File: src/rtl/lcd_pkg.sv
// Shared LCD bus definitions: HD44780-style command bytes, line base
// addresses, arbiter state encoding and the init command lookup.
package lcd_pkg;

  localparam logic [7:0] LCD_CMD_CLEAR = 8'h01;
  localparam logic [7:0] LCD_CMD_FUNC  = 8'h3C;
  localparam logic [7:0] LCD_CMD_DISP  = 8'h0C;
  localparam logic [7:0] LCD_CMD_ENTRY = 8'h06;
  localparam logic [7:0] LCD_CMD_DDRAM = 8'h80;

  localparam logic [6:0] LCD_LINE1_BASE = 7'h00;
  localparam logic [6:0] LCD_LINE2_BASE = 7'h40;

  typedef enum logic [2:0] {
    ST_PWR,
    ST_INIT,
    ST_IDLE,
    ST_SETADDR,
    ST_WRCHAR
  } lcd_state_e;

  function automatic logic [7:0] init_cmd(input logic [1:0] idx);
    case (idx)
      2'd0:    init_cmd = LCD_CMD_CLEAR;
      2'd1:    init_cmd = LCD_CMD_FUNC;
      2'd2:    init_cmd = LCD_CMD_DISP;
      default: init_cmd = LCD_CMD_ENTRY;
    endcase
  endfunction

endpackage

File: src/rtl/lcd_xfer.sv
// Single LCD bus transfer: one setup cycle, E_WIDTH cycles of E high, then
// GAP idle cycles. RS/DATA stay stable throughout and after the transfer.
module lcd_xfer #(
  parameter int E_WIDTH = 2,
  parameter int GAP     = 4
) (
  input  logic       clk,
  input  logic       rst_n,
  input  logic       start,
  input  logic       rs,
  input  logic [7:0] data,
  output logic       done,
  output logic       lcd_e,
  output logic       lcd_rs,
  output logic [7:0] lcd_data
);

  localparam logic [7:0] E_LAST = 8'(E_WIDTH);
  localparam logic [7:0] LAST   = 8'(E_WIDTH + GAP);

  logic       busy_q, busy_d;
  logic [7:0] cnt_q, cnt_d;
  logic       e_q, e_d;
  logic       rs_q, rs_d;
  logic [7:0] data_q, data_d;

  // done marks the final gap cycle so the owner can chain the next start
  // into the same edge, keeping transfers back to back.
  assign done = busy_q && (cnt_q == LAST);

  always_comb begin
    busy_d = busy_q;
    cnt_d  = cnt_q;
    e_d    = e_q;
    rs_d   = rs_q;
    data_d = data_q;
    if (start) begin
      busy_d = 1'b1;
      cnt_d  = 8'd0;
      e_d    = 1'b0;
      rs_d   = rs;
      data_d = data;
    end else if (busy_q) begin
      if (done) begin
        busy_d = 1'b0;
        e_d    = 1'b0;
      end else begin
        cnt_d = cnt_q + 8'd1;
        e_d   = (cnt_q < E_LAST);
      end
    end
  end

  always_ff @(posedge clk or negedge rst_n) begin
    if (!rst_n) begin
      busy_q <= 1'b0;
      cnt_q  <= 8'd0;
      e_q    <= 1'b0;
      rs_q   <= 1'b0;
      data_q <= 8'h00;
    end else begin
      busy_q <= busy_d;
      cnt_q  <= cnt_d;
      e_q    <= e_d;
      rs_q   <= rs_d;
      data_q <= data_d;
    end
  end

  assign lcd_e    = e_q;
  assign lcd_rs   = rs_q;
  assign lcd_data = data_q;

endmodule

File: src/rtl/lcd_bus_arbiter.sv
// Character-LCD bus sequencer and two-writer arbiter. Define LCD_ARB_RR_EN
// for round-robin arbitration; otherwise requester A has fixed priority.
module lcd_bus_arbiter
  import lcd_pkg::*;
#(
  parameter int PWR_WAIT = 70,
  parameter int E_WIDTH  = 2,
  parameter int GAP      = 4,
  parameter int CLR_WAIT = 200
) (
  input  logic       CLK,
  input  logic       RESETN,
  input  logic       REQ_A,
  input  logic       REQ_B,
  input  logic [6:0] ADDR_A,
  input  logic [6:0] ADDR_B,
  input  logic [7:0] CHAR_A,
  input  logic [7:0] CHAR_B,
  output logic       ACK_A,
  output logic       ACK_B,
  output logic       READY,
  output logic       LCD_E,
  output logic       LCD_RS,
  output logic       LCD_RW,
  output logic [7:0] LCD_DATA
);

  localparam logic [15:0] PWR_LAST = 16'(PWR_WAIT - 1);
  localparam logic [15:0] CLR_LAST = 16'(CLR_WAIT - 1);

  lcd_state_e  state_q, state_d;
  logic [15:0] cnt_q, cnt_d;
  logic [1:0]  init_idx_q, init_idx_d;
  logic        clr_wait_q, clr_wait_d;
  logic        ready_q, ready_d;
  logic        ack_a_q, ack_a_d;
  logic        ack_b_q, ack_b_d;
  logic [6:0]  cur_q, cur_d;
  logic        cur_vld_q, cur_vld_d;
  logic        sel_b_q, sel_b_d;
  logic [6:0]  addr_q, addr_d;
  logic [7:0]  char_q, char_d;
`ifdef LCD_ARB_RR_EN
  logic        last_b_q, last_b_d;
`endif

  logic        pick_b;
  logic [6:0]  addr_sel;
  logic [7:0]  char_sel;
  logic        x_start, x_rs, x_done;
  logic [7:0]  x_data;

  always_comb begin
    state_d    = state_q;
    cnt_d      = cnt_q;
    init_idx_d = init_idx_q;
    clr_wait_d = clr_wait_q;
    ready_d    = ready_q;
    ack_a_d    = 1'b0;
    ack_b_d    = 1'b0;
    cur_d      = cur_q;
    cur_vld_d  = cur_vld_q;
    sel_b_d    = sel_b_q;
    addr_d     = addr_q;
    char_d     = char_q;
    x_start    = 1'b0;
    x_rs       = 1'b0;
    x_data     = 8'h00;
`ifdef LCD_ARB_RR_EN
    last_b_d   = last_b_q;
    pick_b     = REQ_B && (!REQ_A || !last_b_q);
`else
    pick_b     = !REQ_A;
`endif
    addr_sel   = pick_b ? ADDR_B : ADDR_A;
    char_sel   = pick_b ? CHAR_B : CHAR_A;

    case (state_q)
      ST_PWR: begin
        if (cnt_q == PWR_LAST) begin
          state_d    = ST_INIT;
          init_idx_d = 2'd0;
          x_start    = 1'b1;
          x_data     = init_cmd(2'd0);
        end else begin
          cnt_d = cnt_q + 16'd1;
        end
      end
      ST_INIT: begin
        if (clr_wait_q) begin
          if (cnt_q == CLR_LAST) begin
            clr_wait_d = 1'b0;
            init_idx_d = 2'd1;
            x_start    = 1'b1;
            x_data     = init_cmd(2'd1);
          end else begin
            cnt_d = cnt_q + 16'd1;
          end
        end else if (x_done) begin
          if (init_idx_q == 2'd3) begin
            ready_d   = 1'b1;
            cur_d     = LCD_LINE1_BASE;
            cur_vld_d = 1'b1;
            state_d   = ST_IDLE;
          end else if (init_idx_q == 2'd0 && CLR_WAIT != 0) begin
            // The clear command needs a long settle before anything else.
            clr_wait_d = 1'b1;
            cnt_d      = 16'd0;
          end else begin
            init_idx_d = init_idx_q + 2'd1;
            x_start    = 1'b1;
            x_data     = init_cmd(init_idx_q + 2'd1);
          end
        end
      end
      ST_IDLE: begin
        // The ACK cycle itself is not a grant slot, so a requester holding
        // REQ into its ACK cycle cannot be served twice.
        if (ready_q && !ack_a_q && !ack_b_q && (REQ_A || REQ_B)) begin
          sel_b_d = pick_b;
          addr_d  = addr_sel;
          char_d  = char_sel;
`ifdef LCD_ARB_RR_EN
          last_b_d = pick_b;
`endif
          x_start = 1'b1;
          if (cur_vld_q && cur_q == addr_sel) begin
            state_d = ST_WRCHAR;
            x_rs    = 1'b1;
            x_data  = char_sel;
          end else begin
            state_d = ST_SETADDR;
            x_data  = LCD_CMD_DDRAM | {1'b0, addr_sel};
          end
        end
      end
      ST_SETADDR: begin
        if (x_done) begin
          state_d = ST_WRCHAR;
          x_start = 1'b1;
          x_rs    = 1'b1;
          x_data  = char_q;
        end
      end
      ST_WRCHAR: begin
        if (x_done) begin
          ack_a_d = !sel_b_q;
          ack_b_d = sel_b_q;
          cur_d   = addr_q + 7'd1;
          state_d = ST_IDLE;
        end
      end
      default: state_d = ST_PWR;
    endcase
  end

  always_ff @(posedge CLK or negedge RESETN) begin
    if (!RESETN) begin
      state_q    <= ST_PWR;
      cnt_q      <= 16'd0;
      init_idx_q <= 2'd0;
      clr_wait_q <= 1'b0;
      ready_q    <= 1'b0;
      ack_a_q    <= 1'b0;
      ack_b_q    <= 1'b0;
      cur_q      <= 7'd0;
      cur_vld_q  <= 1'b0;
      sel_b_q    <= 1'b0;
`ifdef LCD_ARB_RR_EN
      last_b_q   <= 1'b1;
`endif
    end else begin
      state_q    <= state_d;
      cnt_q      <= cnt_d;
      init_idx_q <= init_idx_d;
      clr_wait_q <= clr_wait_d;
      ready_q    <= ready_d;
      ack_a_q    <= ack_a_d;
      ack_b_q    <= ack_b_d;
      cur_q      <= cur_d;
      cur_vld_q  <= cur_vld_d;
      sel_b_q    <= sel_b_d;
`ifdef LCD_ARB_RR_EN
      last_b_q   <= last_b_d;
`endif
    end
  end

  // Latched request payload is only consumed after a grant, so no reset.
  always_ff @(posedge CLK) begin
    addr_q <= addr_d;
    char_q <= char_d;
  end

  lcd_xfer #(
    .E_WIDTH(E_WIDTH),
    .GAP    (GAP)
  ) u_xfer (
    .clk     (CLK),
    .rst_n   (RESETN),
    .start   (x_start),
    .rs      (x_rs),
    .data    (x_data),
    .done    (x_done),
    .lcd_e   (LCD_E),
    .lcd_rs  (LCD_RS),
    .lcd_data(LCD_DATA)
  );

  assign ACK_A  = ack_a_q;
  assign ACK_B  = ack_b_q;
  assign READY  = ready_q;
  assign LCD_RW = 1'b0;

endmodule

File: config.mk
export PLATFORM = sky130hd
export DESIGN_NAME = lcd_bus_arbiter
export DESIGN_NICKNAME = d
export VERILOG_FILES = /design/src/rtl/lcd_pkg.sv /design/src/rtl/lcd_xfer.sv /design/src/rtl/lcd_bus_arbiter.sv
export SDC_FILE = /design/constraint.sdc
export NUM_CORES = 1
export LEC_CHECK = 0
export ABC_AREA = 1
export BUFFER_PORTS_ARGS = -buffer_cell sky130_fd_sc_hd__buf_4
export CORE_MARGIN = 2
export CORE_UTILIZATION = 55
export DETAILED_ROUTE_END_ITERATION = 6
export PLACE_DENSITY = 0.73
export SYNTH_ARGS = -nofsm -noshare
export SYNTH_HDL_FRONTEND = slang
export SYNTH_SLANG_ARGS = --single-unit
export TNS_END_PERCENT = 10
File: constraint.sdc
create_clock -name CLK -period 2.25 [get_ports CLK]
set_input_delay 0.1125 -clock CLK [delete_from_list [all_inputs] [get_ports CLK]]
set_output_delay 0.1125 -clock CLK [all_outputs]
set_load 0.02 [all_outputs]
After elaboration in Yosys (flattened, before gate mapping)

Cells that the tools add are included.

Mux-type cells: 71
Add/subtract/negate cells: 4
Magnitude comparators: 1
Equal/unequal tests: 26
Bitwise operators: 1
Reductions and logical operators: 23

Operators by type and width:

| kind                    | count |
|---|---|
| $mux W16                | 6 |
| $mux W8                 | 8 |
| $mux W7                 | 5 |
| $pmux W16 S2            | 1 |
| $pmux W8 S4             | 1 |
| $mux W1                 | 26 |
| $mux W3                 | 8 |
| $mux W6                 | 4 |
| $pmux W6 S3             | 1 |
| $add A16 B1 Y16 const B | 1 |
| $eq A16 B7 Y1 const B   | 1 |
| $eq A16 B8 Y1 const B   | 1 |
| $ne A3 B3 Y1 const B    | 5 |
| $pmux W3 S5             | 1 |
| $pmux W7 S2             | 1 |
| $mux W2                 | 6 |
| $reduce_and A6 Y1       | 2 |
| $ne A2 B2 Y1 const B    | 5 |
| $add A8 B1 Y8 const B   | 1 |
| $eq A8 B3 Y1 const B    | 1 |
| $lt A8 B2 Y1 const B    | 1 |
| $ne A2 B1 Y1 const B    | 4 |
| $add A7 B1 Y7 const B   | 1 |
| $eq A7 B7 Y1            | 1 |
| other kinds (21)        | 34 |

Output and inout bits: 14
Logic and storage cells: 142
Bits in registers: 67
Input port bits: 34

Longest topological paths before layout

Gate-level depths: netlist (run 1).

Word-level depth: 8
Depth in mapped cells: 16
Depth with buffers taken out: 14

Modules after synthesis

A second synthesis (run 1) with hierarchy kept.

Cell total of the unflattened synthesis: 602
Area, all modules: 4322.9 µm²

By module, submodules not included:

| module          | times used | area an instance (µm²) | cells an instance |
|---|---|---|---|
| lcd_bus_arbiter | 1          | 3384.5                 | 484 |
| lcd_xfer        | 1          | 938.4                  | 118 |

Worst setup path after synthesis (run 1)

No wires, ideal clock.

Kind: register to register
Start point: reg u_xfer.cnt_q[0]
End point: reg cnt_q[5]
Arrival time: 1.601 ns
Buffers on the path: 1
Cell stages (with the launch flop): 13
Slack: 0.527 ns
Period minus slack after synthesis: 1.723 ns
Data required time: 2.128 ns
Cell sequence: dfrtp_1 -> inv_1 -> ha_1 -> nand3_2 -> nor2_4 -> nand2_2 -> nand2_1 -> nand2_2 -> nor2_4 -> nand2_4 -> buf_6 -> nor3_1 -> nor2_1

Word-level cells in the longest chain between the ends: 4

Ends and longest elaborated chain:

| item                        | RTL line               | source |
|---|---|---|
| start, declared             | lcd_xfer.sv:22         | `logic [7:0] cnt_q, cnt_d;` |
| start signal, assigned      | lcd_xfer.sv:63         | `cnt_q <= cnt_d;` |
| $eq A8 B3 Y1                | lcd_xfer.sv:29         | `assign done = busy_q && (cnt_q == LAST);` |
| $logic_and A1 B1 Y1         | lcd_xfer.sv:29         |  |
| $ne A3 B2 Y1 (no line)      | --                     |  |
| $reduce_and A6 Y1 (no line) | --                     |  |
| end signal, assigned        | lcd_bus_arbiter.sv:174 | `cnt_q <= cnt_d;` |
| end, declared               | lcd_bus_arbiter.sv:32  | `logic [15:0] cnt_q, cnt_d;` |

Every way passes these cells.
A chain may end at the register's enable or synchronous reset.

Worst setup path in the final report (run 1)

Start point: reg u_xfer.cnt_q[0]
End point: reg u_xfer.data_q[6] (netlist: u_xfer.lcd_data[6])

Word-level cells in the longest chain between the ends: 5
Elaborated cells between the ends (all ways): 8

Ends and longest elaborated chain:

| item                    | RTL line              | source |
|---|---|---|
| $eq A8 B3 Y1 (*)        | lcd_xfer.sv:29        |  |
| $logic_and A1 B1 Y1 (*) | lcd_xfer.sv:29        |  |
| $mux W1                 | lcd_bus_arbiter.sv:99 | `end else if (x_done) begin` |
| $mux W1                 | lcd_bus_arbiter.sv:90 | `if (clr_wait_q) begin` |
| $pmux W1 S4             | lcd_bus_arbiter.sv:78 | `case (state_q)` |
| end signal, assigned    | lcd_xfer.sv:66        | `data_q <= data_d;` |
| end, declared           | lcd_xfer.sv:25        | `logic [7:0] data_q, data_d;` |

Mark *: on every way between the ends. The rest lies on a longest branch, timed or not.

==> results of run 1 <==
## through the flow
stage               power, W  cells  hold slack (ns)
floorplan            0.00134    559           -0.183
global placement     0.00142    698            0.194
detailed placement   0.00142    698            0.200
CTS                  0.00255    715           0.0652
global route         0.00263    715           0.0850
finish               0.00254    715           0.0787
## state kept, by name, indices dropped and copies added, names as in the netlist, 2 cells and up
register	count
addr_q	7
char_q	8
cnt_q	16
cur_q	7
init_idx_q	2
state_q	3
u_xfer.cnt_q	8
u_xfer.lcd_data	8
## area by class of cell
class,instances,area share
clock buffers,14,0.0334
clock inverters,2,0.0123
inverters,82,0.0674
multi-input cells,399,0.424
flip-flops and latches,67,0.360
well taps,102,0.0262
repair buffers,49,0.0761
## cells in the mapped netlist
| cell | instances |
|---|---|
| sky130_fd_sc_hd__clkinv_1 | 1 |
| sky130_fd_sc_hd__buf_6 | 8 |
| sky130_fd_sc_hd__or2_2 | 8 |
| sky130_fd_sc_hd__xor2_1 | 9 |
| sky130_fd_sc_hd__dfrtp_1 | 52 |
| sky130_fd_sc_hd__conb_1 | 1 |
| sky130_fd_sc_hd__nand3_1 | 47 |
| sky130_fd_sc_hd__clkbuf_2 | 1 |
| sky130_fd_sc_hd__edfxtp_1 | 15 |
| sky130_fd_sc_hd__o21ai_2 | 4 |
| sky130_fd_sc_hd__inv_2 | 2 |
| sky130_fd_sc_hd__inv_4 | 1 |
| sky130_fd_sc_hd__o21a_1 | 1 |
| sky130_fd_sc_hd__o21ai_0 | 29 |
| sky130_fd_sc_hd__nor2_1 | 56 |
| sky130_fd_sc_hd__inv_1 | 77 |
| sky130_fd_sc_hd__inv_8 | 1 |
| sky130_fd_sc_hd__nor2_2 | 6 |
| sky130_fd_sc_hd__o211ai_1 | 4 |
| sky130_fd_sc_hd__nand3_2 | 5 |
| sky130_fd_sc_hd__buf_4 | 2 |
| sky130_fd_sc_hd__nand3b_1 | 2 |
| sky130_fd_sc_hd__a32oi_1 | 1 |
| sky130_fd_sc_hd__nand2_2 | 13 |
| sky130_fd_sc_hd__nor3_1 | 17 |
| sky130_fd_sc_hd__nor3_4 | 1 |
| sky130_fd_sc_hd__ha_1 | 11 |
| sky130_fd_sc_hd__nor3_2 | 2 |
| sky130_fd_sc_hd__nand4_1 | 12 |
| sky130_fd_sc_hd__o21ai_1 | 4 |
| sky130_fd_sc_hd__nor2_4 | 4 |
| sky130_fd_sc_hd__o31ai_2 | 1 |
| sky130_fd_sc_hd__o22ai_1 | 4 |
| sky130_fd_sc_hd__xnor2_1 | 2 |
| sky130_fd_sc_hd__a21oi_1 | 22 |
| sky130_fd_sc_hd__nand2_4 | 1 |
| sky130_fd_sc_hd__nand2_1 | 132 |
## metal layers
layer | up-vias | global-route usage
met1 | 1736 | 0.331
met3 | 20 | 0.0600
li1 | 1900 | -
met4 | 0 | 0.0846
met5 | - | 0
met2 | 131 | 0.415
## cell families (layout without fill, tap and decap cells)
kind of cell,after synthesis,in the layout,share of synthesized area
AO/OA/AOI/OAI,70,70,0.0930
XOR/XNOR,11,11,0.0227
AND/OR/NAND/NOR,306,306,0.337
flip-flops,67,67,0.413
adder cells (fa/ha/maj),11,11,0.0325
other,1,1,0.000885
buffers and inverters,93,147,0.101
## final timing paths
kind	start	endpoint	depth (start not counted)
setup / recovery	u_xfer.cnt_q[0]$_DFFE_PN0P_	u_xfer.lcd_data[6]$_DFFE_PN0N_	10
hold / removal	CHAR_A[7]	char_q[7]$_DFFE_PP_	3
setup reg to reg	u_xfer.cnt_q[0]$_DFFE_PN0P_	u_xfer.lcd_data[6]$_DFFE_PN0N_	10
hold reg to reg	char_q[7]$_DFFE_PP_	u_xfer.lcd_data[7]$_DFFE_PN0N_	2
max in group asynchronous	RESETN	cnt_q[4]$_DFFE_PN0P_	2
min in group asynchronous	RESETN	cnt_q[10]$_DFFE_PN0P_	2
## critical path: stages, from the launching register on
cell and delay [ns]:
sky130_fd_sc_hd__dfrtp_1 0.38, sky130_fd_sc_hd__inv_1 0.11, sky130_fd_sc_hd__ha_1 0.17, sky130_fd_sc_hd__nand3_2 0.10, sky130_fd_sc_hd__nor2_4 0.18, sky130_fd_sc_hd__nand3_1 0.22, sky130_fd_sc_hd__nand3_1 0.22, sky130_fd_sc_hd__nor2_2 0.11
sky130_fd_sc_hd__buf_4 0.18, sky130_fd_sc_hd__a21oi_1 0.12, sky130_fd_sc_hd__a21oi_1 0.08
## where the power goes
part	switching, W	internal (W)
clock	0.000453	0.000687
combinational	0.0000891	0.0000639
sequential	0	0.00124
total	0.000542	0.00199
## repair_timing
item / 4_1_cts / 5_1_grt
buffers inserted: 0 / 0
hold buffers: 1 / 0
endpoints found under the setup margin: 0 / 4
resized for setup: 0 / 4
endpoints found under the hold margin: 52 / 0
==> summary.txt, run 1 <==
Outcome
  – Outcome: finished clean

Final layout
  – Final nets: 653
  – Sequential cell area in the final layout: 1750 um^2
  – Multi-input gate area: 2060 um^2
  – Share of post-route cells with drive strength above 1: 0.179
  – Filler Cells Inserted: 651
  – Final Instance Area: 4860 um^2
  – Fin util: 0.639
  – Area overhead of the layout relative to synthesis: 14.8%
  – Number of inserted diodes: 0
  – Most common cell after layout, fill and taps aside: sky130_fd_sc_hd__nand2_1
  – Leading cell types in the layout, fill and taps excluded: sky130_fd_sc_hd__nand2_1 (132), sky130_fd_sc_hd__inv_1 (77), sky130_fd_sc_hd__nor2_1 (56), sky130_fd_sc_hd__dfrtp_1 (52), sky130_fd_sc_hd__buf_4 (48)

Detailed routing
  – Overall via count from detail_route: 3,787
  – Routed wire length on met3: 512 um
  – Detailed-route DRC error count: 0
  – Starting DRC count in detailed routing: 250
  – Per-cell routed wire length: 13.9 um
  – Number of nets with antenna violations after detailed routing: 0
  – Highest Signal Layer: met4
  – Metal2 WL: 4780 um
  – Routed Wire Length: 9910 um
  – First-pass DRT Iterations: 5
  – Wire length the detailed router placed on met1: 4450 um
  – Number of vias per cell: 5.30

Floorplanning
  – Die outline area: 8430 um^2
  – Total I/O pin count: 48
  – Starting utilization of the core area: 0.557
  – Die H: 91.8 um
  – Count of standard-cell rows: 32
  – Floorplan core area: 7610 um^2
  – Die outline width: 91.8 um

Clock tree
  – Post-CTS clock slew at the launch and capture registers of the worst setup and hold paths: 0.07 ns
  – Deepest clock path buffer count: 2
  – Count of clock tree sinks: 67
  – CTS Root Cell: sky130_fd_sc_hd__clkbuf_8
  – Count of H-tree levels built during CTS: 3
  – Clock insertion delay at the later pin of the skew report: 0.34 ns
  – Cts bufs inserted: 9
  – TritonCTS clock tree: yes

Timing
  – Setup slack after layout: 0.262 ns
  – Unrepaired setup endpoints after global routing: no
  – Highest clock frequency the design can meet: 503 MHz
  – Max-slew headroom at the worst pin: 0.545
  – Total Neg Setup Slack: 0 ns
  – Total setup violations reported at the end of the flow: 0
  – Hold violation count in the final report: 0
  – Post-layout min period: 1.99 ns
  – Setup clock skew after layout: 0.00929 ns
  – Count of final max-slew check failures: 0
  – Worst Max-Slew Pin Slew: 0.682 ns
  – Share of the clock period used by the worst path: 0.883

Place
  – Total cell area at the placement stage: 4620 um^2
  – Placer congestion estimate: 0.904
  – Number of buffers inserted by port buffering: 46
  – Placed wire-length estimate after detailed placement: 7370 um
  – Dpl ws: 0.151 ns

Yosys
  – Largest cells by area after synthesis: sky130_fd_sc_hd__dfrtp_1 (31%), sky130_fd_sc_hd__nand2_1 (12%), sky130_fd_sc_hd__edfxtp_1 (11%)
  – Ys Warns: 0
  – Post-synthesis instance total: 559
  – Syn_area_per_cell: 7.58 um^2
  – Mapped Nets: 604
  – Biggest area consumer among synthesized cells: sky130_fd_sc_hd__dfrtp_1
  – Count of cell types in the netlist: 37
  – Fraction of synthesized cell area taken by the top area cell type: 0.307
  – Cell area after synthesis: 4240 um^2
  – Sequential element share of the synthesized area: 0.413
  – Flop and latch count out of synthesis: 67

Power and ir drop
  – Leakage power: 2.40 nW
  – Power per Cell Area: 521 nW/um^2
  – VDD IR-drop max: 0.367 mV

Setup path
  – Register-to-Register Setup Slack: 0.26 ns
  – Critical path class: reg2reg
  – Required time at the worst-slack endpoint: 2.48 ns
  – Endpoint kind of the worst setup timing path: register
  – Arrival time at the worst endpoint: 2.22 ns
  – Worst Setup Start Kind: register
  – Critical path fanouts, max: 7

Global routing
  – Initial antenna violation count: 0
  – Congestion Overflow GR: 0
  – Global-route wire length before repair: 16,900 um
  – Vias in the first global route: 3,695
  – GRT Total Usage: 0.253
  – Largest net degree at the start of global routing: 53

Hold path
  – Worst hold path class: in2reg

Job
  – Maximum capacitance violations: 0
Note: power is estimated with default switching activity, not from simulation.
==> run 2, diff against run 1 <==
--- a/config.mk
+++ b/config.mk
@@ -5,7 +5,6 @@
 export SDC_FILE = /design/constraint.sdc
 export NUM_CORES = 1
 export LEC_CHECK = 0
-export ABC_AREA = 1
 export BUFFER_PORTS_ARGS = -buffer_cell sky130_fd_sc_hd__buf_4
 export CORE_MARGIN = 2
 export CORE_UTILIZATION = 55
==> run 2 against run 1 <==
  * First-iteration DRC count decreased by 39%
  * Die area decreased by 9.1%
  * Sequential power hardly changed
  * Count of clock-buffer cells in the layout decreased by 3
  * Final cell count is 19% lower
  * Register-to-register slack lost 0.25 ns
  * Combinational power decreased by 7%
  * Cell area is 0.23% lower
  * Core utilization up 7.9 points
==> summary.txt, run 2 <==
Timing
  – Unrepaired setup endpoints after global routing: yes
  – Setup clock skew after layout: 0.0159 ns
  – Worst Max-Slew Pin Slew: 0.675 ns
  – Count of final max-slew check failures: 0
  – Post-layout min period: 2.23 ns
  – Share of the clock period used by the worst path: 0.992
  – Highest clock frequency the design can meet: 448 MHz
  – Final worst hold slack: 0.0145 ns
  – Max-slew headroom at the worst pin: 0.550
  – Setup slack after layout: 0.0174 ns
  – Total setup violations reported at the end of the flow: 0
  – Hold violation count in the final report: 0

Setup path
  – Worst reg2reg startpoint: u_xfer.cnt_q[5]$_DFFE_PN0P_
  – Largest stage delay on the critical path: 0.56 ns
  – Critical path class: reg2reg
  – Critical-path top delay cell: sky130_fd_sc_hd__or4_4
  – Required time at the worst-slack endpoint: 2.49 ns
  – Crit path buffers/inverters: 1
  – Crit-path leading delay family: simple AND/OR/NAND/NOR gates
  – Endpoint of the lowest-slack register-to-register path: cnt_q[0]$_DFFE_PN0P_
  – Chain of cells forming the critical path: or4_4 -> or3_4 -> o31ai_2 -> nand3_2 -> buf_4 -> mux2_2
  – Arrival time at the worst endpoint: 2.47 ns
  – Number of cells on the worst reg-to-reg path: 6
  – Endpoint kind of the worst setup timing path: register
  – Worst Setup Start Kind: register
  – Critical path fanouts, max: 9
  – Register-to-Register Setup Slack: 0.02 ns

Global routing
  – Congestion Overflow GR: 0
  – Global-route wire length before repair: 15,900 um
  – Largest net degree at the start of global routing: 53
  – Vias in the first global route: 3,262
  – Initial antenna violation count: 0
  – GRT Total Usage: 0.270

Final layout
  – Most common cell after layout, fill and taps aside: sky130_fd_sc_hd__buf_4
  – Filler Cells Inserted: 504
  – Most flop-heavy register: cnt_q
  – Share of post-route cells with drive strength above 1: 0.285
  – Max reg flops: 16
  – Fin util: 0.718
  – Area overhead of the layout relative to synthesis: 26.5%
  – Final nets: 541
  – Leading cell types in the layout, fill and taps excluded: sky130_fd_sc_hd__buf_4 (96), sky130_fd_sc_hd__dfrtp_1 (52), sky130_fd_sc_hd__nor2_1 (46), sky130_fd_sc_hd__nand2_1 (32), sky130_fd_sc_hd__a21oi_1 (26)
  – Number of inserted diodes: 0

Floorplanning
  – Die outline width: 87.5 um
  – Starting utilization of the core area: 0.568
  – Count of standard-cell rows: 30
  – Die outline area: 7660 um^2
  – Floorplan core area: 6760 um^2
  – Die H: 87.5 um
  – Total I/O pin count: 48

Yosys
  – Mapped Nets: 450
  – Post-synthesis instance total: 405
  – Post-synth top cells: sky130_fd_sc_hd__dfrtp_1 (52), sky130_fd_sc_hd__nor2_1 (46), sky130_fd_sc_hd__nand2_1 (32), sky130_fd_sc_hd__o21ai_0 (29), sky130_fd_sc_hd__a21oi_1 (26)
  – Cell area after synthesis: 3840 um^2
  – Largest cells by area after synthesis: sky130_fd_sc_hd__dfrtp_1 (34%), sky130_fd_sc_hd__edfxtp_1 (12%), sky130_fd_sc_hd__nor2_1 (4.5%)
  – Ys Warns: 0
  – Fraction of registers with async set/reset: 0.776
  – EDFF count, synth: 15
  – Dominant register cell in the synthesized netlist: sky130_fd_sc_hd__dfrtp_1
  – Fraction of synthesized cell area taken by the top area cell type: 0.339
  – Biggest area consumer among synthesized cells: sky130_fd_sc_hd__dfrtp_1
  – Most numerous cell in the Yosys netlist: sky130_fd_sc_hd__dfrtp_1
  – Syn_area_per_cell: 9.47 um^2
  – Count of cell types in the netlist: 62
  – Sequential element share of the synthesized area: 0.457
  – Flop and latch count out of synthesis: 67

Place
  – Placer congestion estimate: 0.874
  – Number of buffers inserted by port buffering: 46
  – Placed wire-length estimate after detailed placement: 6990 um
  – Dpl ws: -0.0000104 ns

Power and ir drop
  – Leakage power: 2.16 nW
  – Net Sw Frac: 0.220
  – Clk pwr share: 0.461
  – Power, Total: 0.00257 W
  – VDD IR-drop max: 0.407 mV
  – Power per Cell Area: 530 nW/um^2
  – Logic pwr share: 0.055
  – Int Pwr: 0.00201 W
  – Power spent charging and discharging nets: 0.000565 W
  – Proportion of power drawn by flip-flops and latches: 0.483

Detailed routing
  – First-pass DRT Iterations: 4
  – Detailed-route DRC error count: 0
  – Routed Wire Length: 9660 um
  – Number of vias per cell: 5.75
  – Overall via count from detail_route: 3,341
  – Starting DRC count in detailed routing: 152
  – Number of nets with antenna violations after detailed routing: 0
  – Per-cell routed wire length: 16.6 um

Clock tree
  – Count of clock tree sinks: 67
  – Post-CTS clock slew at the launch and capture registers of the worst setup and hold paths: 0.08 ns
  – Deepest clock path buffer count: 2
  – Cts bufs inserted: 9
  – CTS Root Cell: sky130_fd_sc_hd__clkbuf_8
  – Count of H-tree levels built during CTS: 3
  – Clock insertion delay at the later pin of the skew report: 0.36 ns
  – TritonCTS clock tree: yes
  – Setup Fix Bufs, Post-CTS: 0

Hold path
  – Start point of the worst hold path: REQ_A
  – End point of the most critical hold path: sel_b_q$_DFFE_PN0P_
  – Hold Path Depth: 2
  – Worst hold path class: in2reg

Outcome
  – Outcome: finished clean

Job
  – Maximum capacitance violations: 0
run 2: cell count changes in the layout (fill, tap and decap cells not counted), sizes merged, moves of 8 or more:
cell and delta:
and3 +8, buf +49, inv -67, mux2 +13
nand2 -114, nand3 -35, nor2 -19, nor3 -8
xnor2 +8
run 2: per-stage QoR:
step                area [um^2]  cells  setup TNS [ns]
finish                     4850    581               0
floorplan                  3840    405               0
detailed placement         4590    564      -0.0000104
CTS                        4830    581               0
global route               4850    581          -0.275
global placement           4590    564               0
run 2: cell families (layout without fill, tap and decap cells):
logic type,count (synthesis),count (layout),synth area share
multiplexers,18,18,0.0532
AO/OA/AOI/OAI,97,97,0.156
adder cells (fa/ha/maj),11,11,0.0359
XOR/XNOR,19,19,0.0434
flip-flops,67,67,0.457
buffers and inverters,30,126,0.0356
AND/OR/NAND/NOR,162,162,0.218
other,1,1,0.000978
run 2: final cells by class:
class	instances	area, um^2	share of cell area
Inverter	12	45.0	0.00928
Clock inverter	5	83.8	0.0173
Tap cell	80	100	0.0206
Sequential cell	67	1750	0.361
Multi-Input combinational cell	308	1970	0.406
Timing Repair Buffer	98	751	0.155
Clock buffer	11	151	0.0312
run 2: repair_timing:
action / CTS / global route
endpoints found under the setup margin: 0 / 16
hold endpoints to repair: 52 / 0
gates resized for setup: 0 / 9
hold buffers: 1 / 0
run 2: worst register-to-register path, cell delays in order (launching register included):
cell	delay [ns]
sky130_fd_sc_hd__dfrtp_1	0.38
sky130_fd_sc_hd__or4_4	0.56
sky130_fd_sc_hd__or3_4	0.40
sky130_fd_sc_hd__o31ai_2	0.24
sky130_fd_sc_hd__nand3_2	0.11
sky130_fd_sc_hd__buf_4	0.17
sky130_fd_sc_hd__mux2_2	0.26
run 2: worst max path at each step:
stage | startpoint | end | slack (ns) | cells past startpoint
6_report | u_xfer.cnt_q[5]$_DFFE_PN0P_ | cnt_q[0]$_DFFE_PN0P_ | 0.02 | 6
5_1_grt | u_xfer.cnt_q[5]$_DFFE_PN0P_ | cnt_q[9]$_DFFE_PN0P_ | -0.05 | 7
4_1_cts | u_xfer.cnt_q[5]$_DFFE_PN0P_ | cnt_q[5]$_DFFE_PN0P_ | 0.002 | 7
3_5_place_dp | u_xfer.cnt_q[5]$_DFFE_PN0P_ | cnt_q[5]$_DFFE_PN0P_ | -0.00001 | 7
3_3_place_gp | u_xfer.cnt_q[5]$_DFFE_PN0P_ | cnt_q[0]$_DFFE_PN0P_ | 0.05 | 6
2_1_floorplan | u_xfer.cnt_q[5]$_DFFE_PN0P_ | cnt_q[7]$_DFFE_PN0P_ | 0.02 | 7
run 2: power groups by stage:
stage / registers (W) / logic [W] / clock network (W)
2_1_floorplan: 0.00127 / 0.0000567 / 0
3_3_place_gp: 0.00127 / 0.000138 / 0
3_5_place_dp: 0.00127 / 0.000142 / 0
4_1_cts: 0.00124 / 0.000144 / 0.00119
5_1_grt: 0.00124 / 0.000155 / 0.00126
6_report: 0.00124 / 0.000142 / 0.00119
run 2: layer usage:
layer,part of all wire,GRT usage
met5,0,0
met4,0.024,0.0769
met3,0.048,0.0645
met2,0.49,0.446
met1,0.44,0.357
==> run 3, diff against run 2 <==
--- a/config.mk
+++ b/config.mk
@@ -9,6 +9,7 @@
 export CORE_MARGIN = 2
 export CORE_UTILIZATION = 55
 export DETAILED_ROUTE_END_ITERATION = 6
+export MAX_ROUTING_LAYER = met4
 export PLACE_DENSITY = 0.73
 export SYNTH_ARGS = -nofsm -noshare
 export SYNTH_HDL_FRONTEND = slang
==> run 3 against run 2 <==
  * Non-clock buffer count unchanged
  * Critical path depth unchanged
  * Total power shrank 0.22%
  * Clock skew fell by 0.0026 ns
  * Count of clock-buffer cells in the layout unchanged
  * First-iteration DRC count up 14%
  * Wire length is 0.53% higher
  * Cell area rose by 0.23%
  * Register-to-register slack improved by 0.06 ns
  * Final cell count stayed put
  * Setup slack better by 0.056 ns
  * Die area unchanged
  * Critical endpoint is now u_xfer.lcd_data[1]$_DFFE_PN0N_
  * Highest routed layer unchanged
==> summary.txt, run 3 (same netlist as run 2, synthesis figures left out) <==
Outcome
  – Outcome: finished clean

Setup path
  – Largest stage delay on the critical path: 0.56 ns
  – Arrival time at the worst endpoint: 2.43 ns
  – Critical-path top delay cell: sky130_fd_sc_hd__or3b_2
  – Critical path class: reg2reg
  – Chain of cells forming the critical path: or3b_2 -> nor2_1 -> a31o_2 -> or3_1 -> mux2i_1 -> a21bo_1
  – Critical path fanouts, max: 11
  – Crit-path leading delay family: simple AND/OR/NAND/NOR gates
  – Worst Setup Start Kind: register
  – Endpoint kind of the worst setup timing path: register
  – Crit path buffers/inverters: 0
  – Required time at the worst-slack endpoint: 2.50 ns

Clock tree
  – CTS Root Cell: sky130_fd_sc_hd__clkbuf_8
  – Count of clock tree sinks: 67
  – Deepest clock path buffer count: 2
  – Clock insertion delay at the later pin of the skew report: 0.36 ns
  – TritonCTS clock tree: yes
  – Post-CTS clock slew at the launch and capture registers of the worst setup and hold paths: 0.08 ns
  – Cts bufs inserted: 9
  – Count of H-tree levels built during CTS: 3

Timing
  – Post-layout min period: 2.18 ns
  – Highest clock frequency the design can meet: 459 MHz
  – Total Neg Setup Slack: 0 ns
  – Final worst hold slack: 0.0184 ns
  – Hold violation count in the final report: 0
  – Total setup violations reported at the end of the flow: 0
  – Max-slew headroom at the worst pin: 0.544
  – Count of final max-slew check failures: 0
  – Setup clock skew after layout: 0.0133 ns
  – Share of the clock period used by the worst path: 0.968
  – Unrepaired setup endpoints after global routing: yes
  – Worst Max-Slew Pin Slew: 0.685 ns

Detailed routing
  – Routed Wire Length: 9710 um
  – Overall via count from detail_route: 3,362
  – Detailed-route DRC error count: 0
  – Starting DRC count in detailed routing: 174
  – Number of nets with antenna violations after detailed routing: 0
  – Per-cell routed wire length: 16.7 um
  – Number of vias per cell: 5.79
  – First-pass DRT Iterations: 4

Place
  – Number of buffers inserted by port buffering: 46
  – Placer congestion estimate: 0.888
  – Placed wire-length estimate after detailed placement: 6990 um

Floorplanning
  – Die H: 87.5 um
  – Floorplan core area: 6760 um^2
  – Count of standard-cell rows: 30
  – Die outline area: 7660 um^2
  – Starting utilization of the core area: 0.568
  – Die outline width: 87.5 um
  – Total I/O pin count: 48

Power and ir drop
  – Power, Total: 0.00257 W
  – VDD IR-drop max: 0.402 mV
  – Power per Cell Area: 527 nW/um^2
  – Leakage power: 2.16 nW

Global routing
  – GRT busiest layer: met2
  – Initial antenna violation count: 0
  – Met2 layer usage reported by global route: 0.449
  – GRT Total Usage: 0.279
  – Global-route wire length before repair: 15,900 um
  – Routing usage on met3: 0.0626
  – Largest net degree at the start of global routing: 53
  – Vias in the first global route: 3,264
  – Fraction of met1 tracks used by global routing: 0.355
  – Congestion Overflow GR: 0

Job
  – Maximum capacitance violations: 0

Final layout
  – Area overhead of the layout relative to synthesis: 26.8%
  – Max reg flops: 16
  – Share of post-route cells with drive strength above 1: 0.287
  – Fin util: 0.720
  – Most flop-heavy register: cnt_q
  – Final nets: 541
  – Leading cell types in the layout, fill and taps excluded: sky130_fd_sc_hd__buf_4 (96), sky130_fd_sc_hd__dfrtp_1 (52), sky130_fd_sc_hd__nor2_1 (45), sky130_fd_sc_hd__nand2_1 (32), sky130_fd_sc_hd__a21oi_1 (26)
  – Number of inserted diodes: 0
  – Most common cell after layout, fill and taps aside: sky130_fd_sc_hd__buf_4

Hold path
  – Worst hold path class: in2reg
## run 3: cell count changes in the layout (fill, tap and decap cells not counted)
| cell | previous run | this run |
|---|---|---|
| sky130_fd_sc_hd__o31ai_2 | 1 | 0 |
| sky130_fd_sc_hd__nor2_2 | 1 | 2 |
| sky130_fd_sc_hd__o31ai_4 | 0 | 1 |
| sky130_fd_sc_hd__nor2_1 | 46 | 45 |
## run 3: power breakdown
group	internal, W	leakage, nW	switching [W]	total (W)
Combinational	0.0000749	1.24	0.0000677	0.000143
Clock	0.000688	0.112	0.000492	0.00118
Sequential	0.00124	0.804	0	0.00124
## run 3: layer usage
metal,vias to the layer above,wire [um]
met5,-,0
met4,0,242
met3,22,464
met2,105,4820
met1,1588,4180
li1,1647,-
## run 3: timing repair
item	4_1_cts	5_1_grt
endpoints found under the setup margin	0	16
setup buffers	0	0
endpoints found under the hold margin	52	0
gates resized for setup	0	11
hold buffers	1	0
## run 3: cell type report
cell class | count | area, um^2
multi-input cells | 308 | 1980
fillers | 501 | 1890
flip-flops and latches | 67 | 1750
repair buffers | 98 | 751
clock buffers | 11 | 151
well taps | 80 | 100
clock inverters | 5 | 83.8
inverters | 12 | 45.0
## run 3: stage by stage
step                cells  cell area [um^2]  worst slack [ns]
global route          581              4860           -0.0158
detailed placement    564              4590        -0.0000104
floorplan             405              3840            0.0160
finish                581              4860            0.0730
CTS                   581              4830           0.00170
global placement      564              4590            0.0484
## run 3: final timing paths
| check | slack [ns] | start | cells past startpoint | end |
|---|---|---|---|---|
| min in group asynchronous | 0.34 | RESETN | 2 | cnt_q[7]$_DFFE_PN0P_ |
| hold / removal | 0.02 | REQ_A | 2 | sel_b_q$_DFFE_PN0P_ |
| setup / recovery | 0.07 | state_q[2]$_DFFE_PN0P_ | 6 | u_xfer.lcd_data[1]$_DFFE_PN0N_ |
| setup reg to reg | 0.07 | state_q[2]$_DFFE_PN0P_ | 6 | u_xfer.lcd_data[1]$_DFFE_PN0N_ |
| max in group asynchronous | 1.44 | RESETN | 2 | u_xfer.cnt_q[0]$_DFFE_PN0P_ |
| hold reg to reg | 0.48 | sel_b_q$_DFFE_PN0P_ | 1 | ACK_A$_DFF_PN0_ |
